<file path="config.mk">
export PLATFORM = sky130hd
export DESIGN_NAME = wb_exc_commit
export DESIGN_NICKNAME = d
export VERILOG_FILES = /design/src/rtl/exc_pkg.sv /design/src/rtl/exc_prio_enc.sv /design/src/rtl/wb_exc_commit.sv
export SDC_FILE = /design/constraint.sdc
export NUM_CORES = 1
export LEC_CHECK = 0
export CORE_UTILIZATION = 38
export DETAILED_ROUTE_END_ITERATION = 7
export GPL_TIMING_DRIVEN = 1
export PLACE_DENSITY = 0.86
export SETUP_SLACK_MARGIN = 0.15
export SLEW_MARGIN = 20
export SYNTH_ARGS = -nofsm -noshare
export SYNTH_HDL_FRONTEND = slang
export SYNTH_HIERARCHICAL = 1
export SYNTH_SLANG_ARGS = --single-unit
export TNS_END_PERCENT = 1
</file>
<file path="constraint.sdc">
create_clock -name clk -period 12.9 [get_ports clk]
set_input_delay 3.87 -clock clk [delete_from_list [all_inputs] [get_ports clk]]
set_output_delay 3.87 -clock clk [all_outputs]
set_load 0.05 [all_outputs]
</file>
<file path="src/rtl/exc_pkg.sv">
// Shared definitions for the write-back exception commit unit.
// ws_exc bit positions are in priority order (lowest index wins).
// The interrupt request is separate and always outranks them.
package exc_pkg;

  localparam int EXC_W = 7;

  // ws_exc bit indices, highest priority first
  localparam int EXC_ADEL_IF = 0;
  localparam int EXC_RI      = 1;
  localparam int EXC_OV      = 2;
  localparam int EXC_SYS     = 3;
  localparam int EXC_BP      = 4;
  localparam int EXC_ADEL_LD = 5;
  localparam int EXC_ADES    = 6;

  localparam logic [4:0] EXCODE_INT  = 5'd0;
  localparam logic [4:0] EXCODE_ADEL = 5'd4;
  localparam logic [4:0] EXCODE_ADES = 5'd5;
  localparam logic [4:0] EXCODE_SYS  = 5'd8;
  localparam logic [4:0] EXCODE_BP   = 5'd9;
  localparam logic [4:0] EXCODE_RI   = 5'd10;
  localparam logic [4:0] EXCODE_OV   = 5'd12;

  localparam logic [31:0] EXC_VECTOR_DEFAULT = 32'hBFC00380;

  typedef enum logic [1:0] {
    ST_IDLE     = 2'd0,
    ST_FLUSH    = 2'd1,
    ST_REDIRECT = 2'd2
  } state_e;

  // ExcCode reported for a given ws_exc bit index
  function automatic logic [4:0] exc_bit_code(input int idx);
    case (idx)
      EXC_ADEL_IF: exc_bit_code = EXCODE_ADEL;
      EXC_RI:      exc_bit_code = EXCODE_RI;
      EXC_OV:      exc_bit_code = EXCODE_OV;
      EXC_SYS:     exc_bit_code = EXCODE_SYS;
      EXC_BP:      exc_bit_code = EXCODE_BP;
      EXC_ADEL_LD: exc_bit_code = EXCODE_ADEL;
      EXC_ADES:    exc_bit_code = EXCODE_ADES;
      default:     exc_bit_code = EXCODE_INT;
    endcase
  endfunction

endpackage

</file>
<file path="src/rtl/exc_prio_enc.sv">
// Priority encoder: {int_req, exc bitmap} -> {any, excode}.
// Ports: int_req, exc[EXC_W] in; any, excode[5] out.
// Purely combinational, zero latency, no backpressure.
module exc_prio_enc
  import exc_pkg::*;
(
  input  logic             int_req,
  input  logic [EXC_W-1:0] exc,
  output logic             any,
  output logic [4:0]       excode
);

  always_comb begin
    any    = int_req | (|exc);
    excode = EXCODE_INT;
    if (!int_req) begin
      // Walk from lowest priority up so the lowest set index is written last.
      for (int i = EXC_W - 1; i >= 0; i--) begin
        if (exc[i]) excode = exc_bit_code(i);
      end
    end
  end

endmodule

</file>
<file path="src/rtl/wb_exc_commit.sv">
// Exception/ERET/MTC0 commit at write-back; drives the CP0 port, flushes, then redirects fetch.
// Ports: ws_* retiring instruction, cp0_* status in / control out, flush, redirect valid/ready, exc_count.
// CP0 controls are combinational in the commit cycle; redirect held until redirect_ready.
module wb_exc_commit
  import exc_pkg::*;
#(
  parameter int          FLUSH_CYCLES = 2,
  parameter logic [31:0] EXC_VECTOR   = EXC_VECTOR_DEFAULT,
  parameter int          CNT_W        = 32
) (
  input  logic             clk,
  input  logic             reset,
  input  logic             ws_valid,
  output logic             ws_ready,
  input  logic [31:0]      ws_pc,
  input  logic             ws_bd,
  input  logic [6:0]       ws_exc,
  input  logic             ws_eret,
  input  logic             ws_mtc0,
  input  logic [4:0]       ws_cp0_addr,
  input  logic [31:0]      ws_rt_value,
  input  logic             cp0_status_exl,
  input  logic             cp0_status_ie,
  input  logic [7:0]       cp0_status_im,
  input  logic [7:0]       cp0_cause_ip,
  input  logic [31:0]      cp0_epc,
  output logic             cp0_ex,
  output logic             cp0_bd,
  output logic [4:0]       cp0_excode,
  output logic             cp0_eret,
  output logic             cp0_we,
  output logic [4:0]       cp0_waddr,
  output logic [31:0]      cp0_wdata,
  output logic             flush,
  output logic             redirect_valid,
  output logic [31:0]      redirect_pc,
  input  logic             redirect_ready,
  output logic [CNT_W-1:0] exc_count
);

  localparam int FC_W = (FLUSH_CYCLES > 1) ? $clog2(FLUSH_CYCLES) : 1;

  state_e             state_q, state_d;
  logic [FC_W-1:0]    flush_cnt_q, flush_cnt_d;
  logic [31:0]        redirect_pc_q, redirect_pc_d;
  logic [CNT_W-1:0]   exc_count_q, exc_count_d;

  logic       int_req;
  logic       exc_any;
  logic [4:0] exc_code;
  logic       idle_vld;

  assign int_req = cp0_status_ie & ~cp0_status_exl & (|(cp0_cause_ip & cp0_status_im));

  exc_prio_enc u_prio (
    .int_req (int_req),
    .exc     (ws_exc),
    .any     (exc_any),
    .excode  (exc_code)
  );

  // Interrupts are only considered when a valid instruction sits in IDLE.
  assign idle_vld = (state_q == ST_IDLE) & ws_valid;

  always_comb begin
    state_d        = state_q;
    flush_cnt_d    = flush_cnt_q;
    redirect_pc_d  = redirect_pc_q;
    exc_count_d    = exc_count_q;
    ws_ready       = 1'b0;
    cp0_ex         = 1'b0;
    cp0_bd         = 1'b0;
    cp0_excode     = 5'd0;
    cp0_eret       = 1'b0;
    cp0_we         = 1'b0;
    cp0_waddr      = 5'd0;
    cp0_wdata      = 32'd0;
    flush          = 1'b0;
    redirect_valid = 1'b0;

    case (state_q)
      ST_IDLE: begin
        ws_ready = 1'b1;
        if (idle_vld) begin
          if (exc_any) begin
            // Raw PC goes to EPC; CP0 applies the delay-slot adjustment.
            cp0_ex        = 1'b1;
            cp0_bd        = ws_bd;
            cp0_excode    = exc_code;
            cp0_wdata     = ws_pc;
            flush         = 1'b1;
            redirect_pc_d = EXC_VECTOR;
            flush_cnt_d   = FC_W'(FLUSH_CYCLES - 1);
            state_d       = ST_FLUSH;
            if (exc_count_q != {CNT_W{1'b1}}) exc_count_d = exc_count_q + 1'b1;
          end else if (ws_eret) begin
            cp0_eret      = 1'b1;
            flush         = 1'b1;
            redirect_pc_d = cp0_epc;
            flush_cnt_d   = FC_W'(FLUSH_CYCLES - 1);
            state_d       = ST_FLUSH;
          end else if (ws_mtc0) begin
            cp0_we    = 1'b1;
            cp0_waddr = ws_cp0_addr;
            cp0_wdata = ws_rt_value;
          end
        end
      end
      ST_FLUSH: begin
        flush = 1'b1;
        if (flush_cnt_q == '0) state_d = ST_REDIRECT;
        else                   flush_cnt_d = flush_cnt_q - 1'b1;
      end
      ST_REDIRECT: begin
        redirect_valid = 1'b1;
        if (redirect_ready) state_d = ST_IDLE;
      end
      default: state_d = ST_IDLE;
    endcase
  end

  always_ff @(posedge clk) begin
    if (reset) begin
      state_q       <= ST_IDLE;
      flush_cnt_q   <= '0;
      redirect_pc_q <= 32'd0;
      exc_count_q   <= '0;
    end else begin
      state_q       <= state_d;
      flush_cnt_q   <= flush_cnt_d;
      redirect_pc_q <= redirect_pc_d;
      exc_count_q   <= exc_count_d;
    end
  end

  assign redirect_pc = redirect_pc_q;
  assign exc_count   = exc_count_q;

endmodule

</file>
==> flow_metrics.tcl, run 1 <==
set metrics [dict create \
    port_buffers 244 \
    synth_most_common_cell "dfxtp_1" \
    grt_max_degree 75 \
    core_um2 8810 \
    layout_min_cycle_time_ns 11.19 \
    fin_crit_sh_pct 86.7 \
    synth-simple-area-share_pct 27.9 \
    drive_gt1_share_pct 6.87 \
    crit_family "buffers and inverters" \
    slew_headroom_pct 50.9 \
    setup_viol 0 \
    drt_iter0_markers 146 \
    synth_cell_types 53 \
    die_area_um2 9560 \
    slowest_stage "clkdlybuf4s50_1" \
    violations "DRC" \
    numCtsBuffers 9 \
    fp.dieH_um 97.8 \
    grt_pass1_vias 4009 \
    vias 4169 \
    synth_top_family_by_area "simple AND/OR/NAND/NOR gates" \
    worstReg2RegEnd "exc_count[9]" \
    r2r_cells 7 \
    clockBufferDepth 2 \
    post_cts_resize_count 0 \
    netlist_instances 418 \
    hold_class "register to register" \
    syn_area_per_cell_um2 8.34 \
    synthXorXnorAreaFrac_pct 2.26 \
    post_cts_buffers 0 \
    syn_area_um2 3480 \
    num_rows 34 \
    cellLeakagePower_nw 2.18 \
    synth_commonest_cells "67 x dfxtp_1, 49 x nor2_1, 40 x nand2_1" \
    rrSetupSlack_ns 10.32 \
    critical_path_required_ns 9.03 \
    placed_cell_area_um2 5960 \
    gp_congestion 0.886 \
    critPathArrivalTime_ns 7.32 \
    grt_setup_unrepaired "false" \
    synth-seq-cells 67 \
    synthArstFlopShare_pct 0 \
    synth_compound_area_share_pct 23.7 \
    design_area_um2 6180 \
    start_util_pct 39.6 \
    layout.nets 784 \
    path_buf_inv 5 \
    synth.net_count 552 \
    first_pass_iters 6 \
    path_max_fanout 44 \
    timing.critical_path.cells "clkdlybuf4s50_1, a22o_1, a221oi_1, a311oi_1, nor2_1, nand2_1, or3_1, nand4bb_1, buf_4, inv_1, buf_4, a22o_1, clkdlybuf4s50_1" \
    ir_worst_vdd_uv 101 \
    clkLatencyLatePin_ns 0.35 \
    netlist.area_leader.share_pct 38.5 \
    synth_mux_area_share_pct 2.26 \
    ys_seq_area_share_pct 38.5 \
    antenna_found_initial 0 \
    postCtsHoldBufs 0 \
    postRouteWirelength_um 14100 \
    setup.worst_path.start "cp0_cause_ip[1]" \
    tritoncts "done" \
    cp.depth 13 \
    area_growth_pct 77.4 \
    grt_pass1_wl_um 21300 \
    synth_fa_ha_area_share_pct 0.359 \
    slowest_delay_ns 0.70 \
    synth_edf_count 0 \
    synth_area_leaders "dfxtp_1 38%, a22o_1 8.3%, nor2_1 5.3%" \
    cp-endpoint "cp0_wdata[12]" \
    fin_skew_ns 0.00671 \
    cp-end-kind "output port" \
    cap_viol_max_count 0 \
    power_density_nw_per_um2 89.4 \
    yosys_warnings 6 \
    dp_hpwl_um 11100 \
    worstSetupPathType "input port to output port" \
    worstMarginPinSlew_ns 0.736 \
    ant_nets 0 \
    cts_max_level 3 \
    antenna_cells 0 \
    slew_viol_final 0 \
    clkSinkCount 67 \
    hold_viol_final 0 \
    drcViolationCount 12 \
    timing.rr.start "exc_count[0]" \
    start_kind "input port" \
    finalSetupTns_ns 0 \
    yosys.area.top_type "dfxtp_1" \
    avgViaCountPerCell 5.46 \
    cts_root_buf "clkbuf_8" \
    status "finished, violations left" \
    timing.fmax_mhz 89.4 \
    die_x_um 97.8 \
    clk_pin_slew_worst_paths_ns 0.08 \
    gr-total-overflow 0 \
    ios 246 \
    grt.total_usage_pct 28.9 \
    wl_per_cell_um 18.4 \
    synth_flop_cell "dfxtp_1" \
]
[placed cells by master (no fill, tap or decap), types with 3 or more instances in the layout]
cell type and n:
a2111oi_0 3, a211oi_1 4, a21oi_1 21, a22o_1 33, a22oi_1 22, a31oi_1 12
and2_1 14, and3_1 3, buf_4 6, clkbuf_8 10, clkdlybuf4s50_1 243, dfxtp_1 67
inv_1 9, mux2_2 7, nand2_1 40, nand3_1 9, nand4_1 6, nand4_2 4
nor2_1 49, nor2b_1 7, nor3_1 3, nor3b_1 3, nor4_1 5, o21ai_0 9
o31ai_1 7, or3_1 9, or4_1 7, xnor2_1 9
[flip-flops by register name, summed over array words and instances (netlist names)]
signal,flops
state_q,2
redirect_pc,32
flush_cnt_q,1
exc_count,32
[how the worst min path moves through the flow]
stage	from	endpoint	slack, ns	cells past startpoint
after floorplan	flush_cnt_q	flush_cnt_q	0.45	2
after global placement	flush_cnt_q	flush_cnt_q	0.47	2
after detailed placement	flush_cnt_q	flush_cnt_q	0.47	2
after CTS	flush_cnt_q	flush_cnt_q	0.49	2
after global routing	redirect_pc[24]	redirect_pc[24]	0.50	2
final	flush_cnt_q	flush_cnt_q	0.48	2
[layout make-up]
class | instances | area (µm²)
multi-input combinational | 312 | 1970
inverter | 9 | 33.8
tap | 108 | 135
clock buffer | 10 | 138
timing repair buffer | 251 | 2500
sequential | 67 | 1340
clock inverter | 6 | 63.8
fill | 682 | 2630
[metrics by stage]
stage                     cells  total power, mW  utilization, %  hold slack [ns]  setup WS, ns
after floorplan             418            0.300               -            0.450          2.32
after global placement      746            0.375            67.7            0.466          1.83
after detailed placement    746            0.378            67.7            0.474          1.74
after CTS                   762            0.556            70.0            0.485          1.73
after global routing        763            0.572            70.2            0.499          1.50
final                       763            0.553            70.2            0.481          1.71
[worst register-to-register path, stage by stage (launching register included)]
cell      delay, ns
dfxtp_1        0.47
ha_1           0.26
nand4_1        0.17
nor4_2         0.38
and3_1         0.47
buf_8          0.24
nand4b_1       0.15
mux2_2         0.34
[layer usage]
layer | vias up | part of all wire, % | GRT usage, %
met5 | - | 0 | 0
met2 | 182 | 51 | 51.0
met1 | 1956 | 37 | 30.9
li1 | 2001 | - | -
met4 | 0 | 5.7 | 17.0
met3 | 30 | 6.7 | 7.87
[power by group]
part           internal (mW)  switching, mW
clock network         0.0945         0.0849
registers              0.212        0.00421
logic                 0.0703         0.0865
[logic make-up (layout without fill, tap and decap cells)]
family	count (synthesis)	count (layout)
xor+xnor	9	9
simple gates	178	178
mux	7	7
fa+ha+maj	1	1
other cells	1	1
flops	67	67
compound gates	116	116
buf+inv	39	276
No activity file was read; power rests on OpenSTA's default activity.
==> inputs of run 2 (changes only) <==
Settings changed: ABC_AREA from default to 1, CORE_UTILIZATION 38 to 40, PLACE_DENSITY 0.86 to 0.85.
==> run 2 against run 1 <==
Effect of this change: the run now ends clean; largest cell class unchanged; clock power is 13% higher; sequential cell count stayed put; core utilization is 0.61 points higher.
==> flow_metrics.tcl, run 2 <==
set metrics [dict create \
    status "finished, final reports clean" \
    r2r_cells 10 \
    vias 4919 \
    timing.fmax_mhz 89.1 \
    worstSetupPathType "input port to output port" \
    critical_path_required_ns 9.03 \
    postCtsHoldBufs 0 \
    fin_skew_ns 0.0152 \
    hold_class "register to register" \
    synth_edf_count 0 \
    area_growth_pct 68.1 \
    ios 246 \
    numCtsBuffers 9 \
    min_to "redirect_pc[31]" \
    die_area_um2 10300 \
    setup_viol 0 \
    port_buffers 244 \
    worstReg2RegEnd "exc_count[5]" \
    yosys.area.top_type "dfxtp_1" \
    post_cts_buffers 0 \
    path_max_fanout 33 \
    synthArstFlopShare_pct 0 \
    synth_area_leaders "dfxtp_1 34%, nand2_1 19%, nor2_1 8.2%" \
    final_cell_mix "243 x clkdlybuf4s50_1, 197 x nand2_1, 87 x nor2_1, 67 x dfxtp_1" \
    placed_cell_area_um2 6410 \
    syn_area_um2 3970 \
    yosys_warnings 6 \
    layout.nets 969 \
    post_cts_resize_count 0 \
    clockBufferDepth 2 \
    antenna_found_initial 5 \
    worstMarginPinSlew_ns 0.938 \
    gp_congestion 0.948 \
    drt_iter0_markers 211 \
    grt_pass1_wl_um 23200 \
    synth_commonest_cells "197 x nand2_1, 87 x nor2_1, 67 x dfxtp_1" \
    fin_crit_sh_pct 87.0 \
    grt_max_degree 56 \
    hold_viol_final 0 \
    die_x_um 102 \
    num_rows 35 \
    fp.dieH_um 102 \
    timing.rr.start "exc_count[1]" \
    syn_area_per_cell_um2 6.55 \
    clkSinkCount 67 \
    slew_viol_final 0 \
    tritoncts "done" \
    netlist.area_leader.share_pct 33.8 \
    postRouteWirelength_um 15000 \
    ant_nets 0 \
    dp_hpwl_um 11600 \
    core_um2 9420 \
    min-delay-start "redirect_pc[31]" \
    netlist_instances 605 \
    ys_seq_area_share_pct 33.8 \
    cts_root_buf "clkbuf_8" \
    critPathArrivalTime_ns 7.36 \
    drcViolationCount 0 \
    cp-end-kind "output port" \
    hold_depth 2 \
    grt_pass1_vias 4830 \
    cts_max_level 3 \
    cellLeakagePower_nw 2.41 \
    clk_pin_slew_worst_paths_ns 0.08 \
    ir_worst_vdd_uv 43.8 \
    synth_flop_cell "dfxtp_1" \
    design_area_um2 6670 \
    avgViaCountPerCell 5.05 \
    power_density_nw_per_um2 86.4 \
    slew_headroom_pct 37.4 \
    rrSetupSlack_ns 10.63 \
    clkLatencyLatePin_ns 0.36 \
    synth.net_count 739 \
    start_util_pct 42.1 \
    layout_min_cycle_time_ns 11.23 \
    first_pass_iters 5 \
    wl_per_cell_um 15.4 \
    synth_cell_types 32 \
    finalSetupTns_ns 0 \
    cap_viol_max_count 0 \
    synth_most_common_cell "nand2_1" \
    synth-seq-cells 67 \
    fillers 777 \
    grt.total_usage_pct 29.2 \
    final_common_cell "clkdlybuf4s50_1" \
    grt_setup_unrepaired "false" \
    gr-total-overflow 0 \
    start_kind "input port" \
    drive_gt1_share_pct 5.95 \
]
-- run 2: how the worst max path moves through the flow --
| stage | start | to | slack (ns) | depth (start not counted) |
|---|---|---|---|---|
| floorplan | cp0_cause_ip[2] | cp0_wdata[22] | 3.06 | 12 |
| finish | cp0_cause_ip[2] | cp0_wdata[27] | 1.67 | 13 |
| global route | cp0_cause_ip[2] | cp0_wdata[11] | 1.38 | 13 |
| CTS | cp0_cause_ip[2] | cp0_wdata[22] | 1.68 | 13 |
| detailed placement | cp0_cause_ip[2] | cp0_wdata[11] | 1.71 | 13 |
| global placement | cp0_cause_ip[1] | cp0_wdata[22] | 1.72 | 13 |
-- run 2: per-stage QoR --
step	hold slack, ns	util, %	setup slack, ns	power, mW	cells
2_1_floorplan	0.443	-	3.06	0.306	605
3_3_place_gp	0.448	68.1	1.72	0.375	952
4_1_cts	0.466	70.4	1.68	0.575	968
3_5_place_dp	0.453	68.1	1.71	0.377	952
6_report	0.464	70.8	1.67	0.576	974
5_1_grt	0.486	70.8	1.38	0.593	974
-- run 2: layout make-up --
| class | count | area, µm² | share of cell area, % |
|---|---|---|---|
| repair buffers | 247 | 2470 | 37.1 |
| multi-input cells | 463 | 2280 | 34.2 |
| flip-flops and latches | 67 | 1340 | 20.1 |
| inverters | 47 | 176 | 2.65 |
| well taps | 129 | 161 | 2.42 |
| clock buffers | 9 | 124 | 1.86 |
| clock inverters | 7 | 98.8 | 1.48 |
| diodes | 5 | 12.5 | 0.188 |
-- run 2: cell families (layout without fill, tap and decap cells) --
| family | after synthesis | count (layout) | share of synthesized area, % |
|---|---|---|---|
| flops | 67 | 67 | 33.8 |
| buf+inv | 75 | 310 | 8.74 |
| xor+xnor | 15 | 15 | 3.31 |
| other cells | 1 | 6 | 0.0946 |
| compound gates | 109 | 109 | 17.9 |
| fa+ha+maj | 1 | 1 | 0.316 |
| simple gates | 337 | 337 | 35.8 |
-- run 2: worst max-delay path: stages --
cell and delay, ns:
clkdlybuf4s50_1 0.40, nand2_1 0.08, nand4_1 0.09, o21ai_0 0.16
nor2_1 0.08, nor2_2 0.14, nand4_1 0.10, buf_4 0.22
nor2_1 0.18, nand3_1 0.20, inv_1 0.73, a22o_1 0.26
clkdlybuf4s50_1 0.82
-- run 2: power by group --
group | total [mW] | switching [mW] | internal [mW]
Clock | 0.202 | 0.0918 | 0.110
Sequential | 0.215 | 0.00379 | 0.212
Combinational | 0.159 | 0.0888 | 0.0701
-- run 2: routing by layer --
| metal | wire length [µm] | vias up | GRT usage (%) | share of wire (%) |
|---|---|---|---|---|
| met2 | 7320 | 230 | 52.0 | 49 |
| met3 | 1250 | 25 | 6.76 | 8.3 |
| met5 | 0 | - | 0 | 0 |
| met4 | 426 | 0 | 13.5 | 2.8 |
| li1 | - | 2422 | - | - |
| met1 | 6040 | 2242 | 33.0 | 40 |
==> inputs of run 3 (changes only) <==
Settings changed: PLACE_DENSITY 0.85 to 0.89.
==> run 3 against run 2 <==
Effect of this change: setup slack got worse by 0.56 ns; global-route usage grew 0.52 points; sequential cell count did not move; register-to-register slack got worse by 0.27 ns; sequential share of layout area unchanged; die area is the same; final cell count is 0.31% lower; worst hold slack improved by 0.0014 ns; critical path type unchanged; clock power is 6% higher; highest routed layer unchanged; sequential power about the same; first-iteration DRC count down 5.2%.
==> flow_metrics.tcl, run 3 (same netlist as run 2, synthesis figures left out) <==
set metrics [dict create \
    final_common_cell "clkdlybuf4s50_1" \
    fp.dieH_um 102 \
    grt.total_usage_pct 29.8 \
    placed_cell_area_um2 6410 \
    drt_iter0_markers 200 \
    slew_viol_final 0 \
    tritoncts "done" \
    layout.nets 968 \
    rrSetupSlack_ns 10.36 \
    gr-total-overflow 0 \
    slowest_stage "clkdlybuf4s50_1" \
    cts_root_buf "clkbuf_8" \
    critPathArrivalTime_ns 7.91 \
    antenna_found_initial 3 \
    grt_pass1_vias 4513 \
    num_rows 35 \
    clockBufferDepth 2 \
    power_density_nw_per_um2 88.3 \
    status "finished, final reports clean" \
    start_kind "input port" \
    fin_hold_ws_ns 0.465 \
    worstSetupPathType "input port to output port" \
    path_max_fanout 33 \
    design_area_um2 6670 \
    port_buffers 244 \
    drcViolationCount 0 \
    timing.fmax_mhz 84.9 \
    worstMarginPinSlew_ns 0.986 \
    crit_family "buffers and inverters" \
    postRouteWirelength_um 15100 \
    numCtsBuffers 9 \
    wl_per_cell_um 15.5 \
    gp_congestion 1.01 \
    die_area_um2 10300 \
    ir_worst_vdd_uv 47.5 \
    slowest_delay_ns 0.81 \
    dp_hpwl_um 12000 \
    avgViaCountPerCell 4.97 \
    ant_nets 0 \
    grt_setup_unrepaired "false" \
    post_cts_buffers 0 \
    setup_viol 0 \
    path_buf_inv 3 \
    vias 4828 \
    cp-end-kind "output port" \
    cellLeakagePower_nw 2.41 \
    fin_skew_ns 0.00748 \
    core_um2 9420 \
    die_x_um 102 \
    final_cell_mix "243 x clkdlybuf4s50_1, 197 x nand2_1, 87 x nor2_1, 67 x dfxtp_1" \
    cap_viol_max_count 0 \
    fin_crit_sh_pct 91.4 \
    clk_pin_slew_worst_paths_ns 0.07 \
    postCtsHoldBufs 0 \
    start_util_pct 42.1 \
    hold_viol_final 0 \
    area_growth_pct 68.1 \
    grt_pass1_wl_um 23200 \
    ios 246 \
    first_pass_iters 5 \
    timing.critical_path.cells "clkdlybuf4s50_1, nand2_1, nand4_1, o21ai_0, nor2_1, nor2_2, nand4_1, nor2_1, nand3_1, inv_1, a22o_1, clkdlybuf4s50_1" \
    finalSetupTns_ns 0 \
    cts_max_level 3 \
    clkSinkCount 67 \
    grt_max_degree 56 \
    drive_gt1_share_pct 5.84 \
    critical_path_required_ns 9.03 \
    layout_min_cycle_time_ns 11.78 \
    hold_class "register to register" \
    clkLatencyLatePin_ns 0.35 \
    post_cts_resize_count 0 \
    slew_headroom_pct 34.2 \
]
## run 3: per-stage QoR
step	utilization [%]	setup slack, ns	instances	total power, mW
after floorplan	-	3.06	605	0.306
after global placement	68.1	1.33	952	0.376
after detailed placement	68.1	1.15	952	0.377
after CTS	70.7	1.14	968	0.592
after global routing	70.8	0.774	971	0.610
final	70.8	1.12	971	0.589
## run 3: layout make-up
| cell class | instances | area [µm²] |
|---|---|---|
| multi-input cells | 463 | 2280 |
| flip-flops and latches | 67 | 1340 |
| diodes | 3 | 7.51 |
| well taps | 129 | 161 |
| fillers | 783 | 2750 |
| repair buffers | 246 | 2450 |
| inverters | 47 | 176 |
| clock inverters | 7 | 124 |
| clock buffers | 9 | 124 |
## run 3: path summary, 6_finish.rpt
check / endpoint / start / cells after the start
setup reg to reg: exc_count[6] / state_q[1] / 8
setup / recovery: cp0_wdata[3] / cp0_cause_ip[5] / 12
hold reg to reg: redirect_pc[30] / redirect_pc[30] / 2
hold / removal: redirect_pc[30] / redirect_pc[30] / 2
## run 3: metal layers
metal  wire length (µm)  global-route usage (%)  vias up
met5                  0                       0        -
met4                350                    13.4        0
met2               7390                    51.6      215
li1                   -                       -     2405
met1               6150                    34.9     2182
met3               1200                    6.76       26
## run 3: tightest hold or removal path: stages (launching register included)
cell and delay [ns]:
dfxtp_1 0.31, nand2_1 0.06, a21oi_1 0.05
## run 3: power breakdown
part           switching (mW)  internal [mW]
clock                  0.0853          0.130
sequential            0.00389          0.212
combinational          0.0885         0.0693
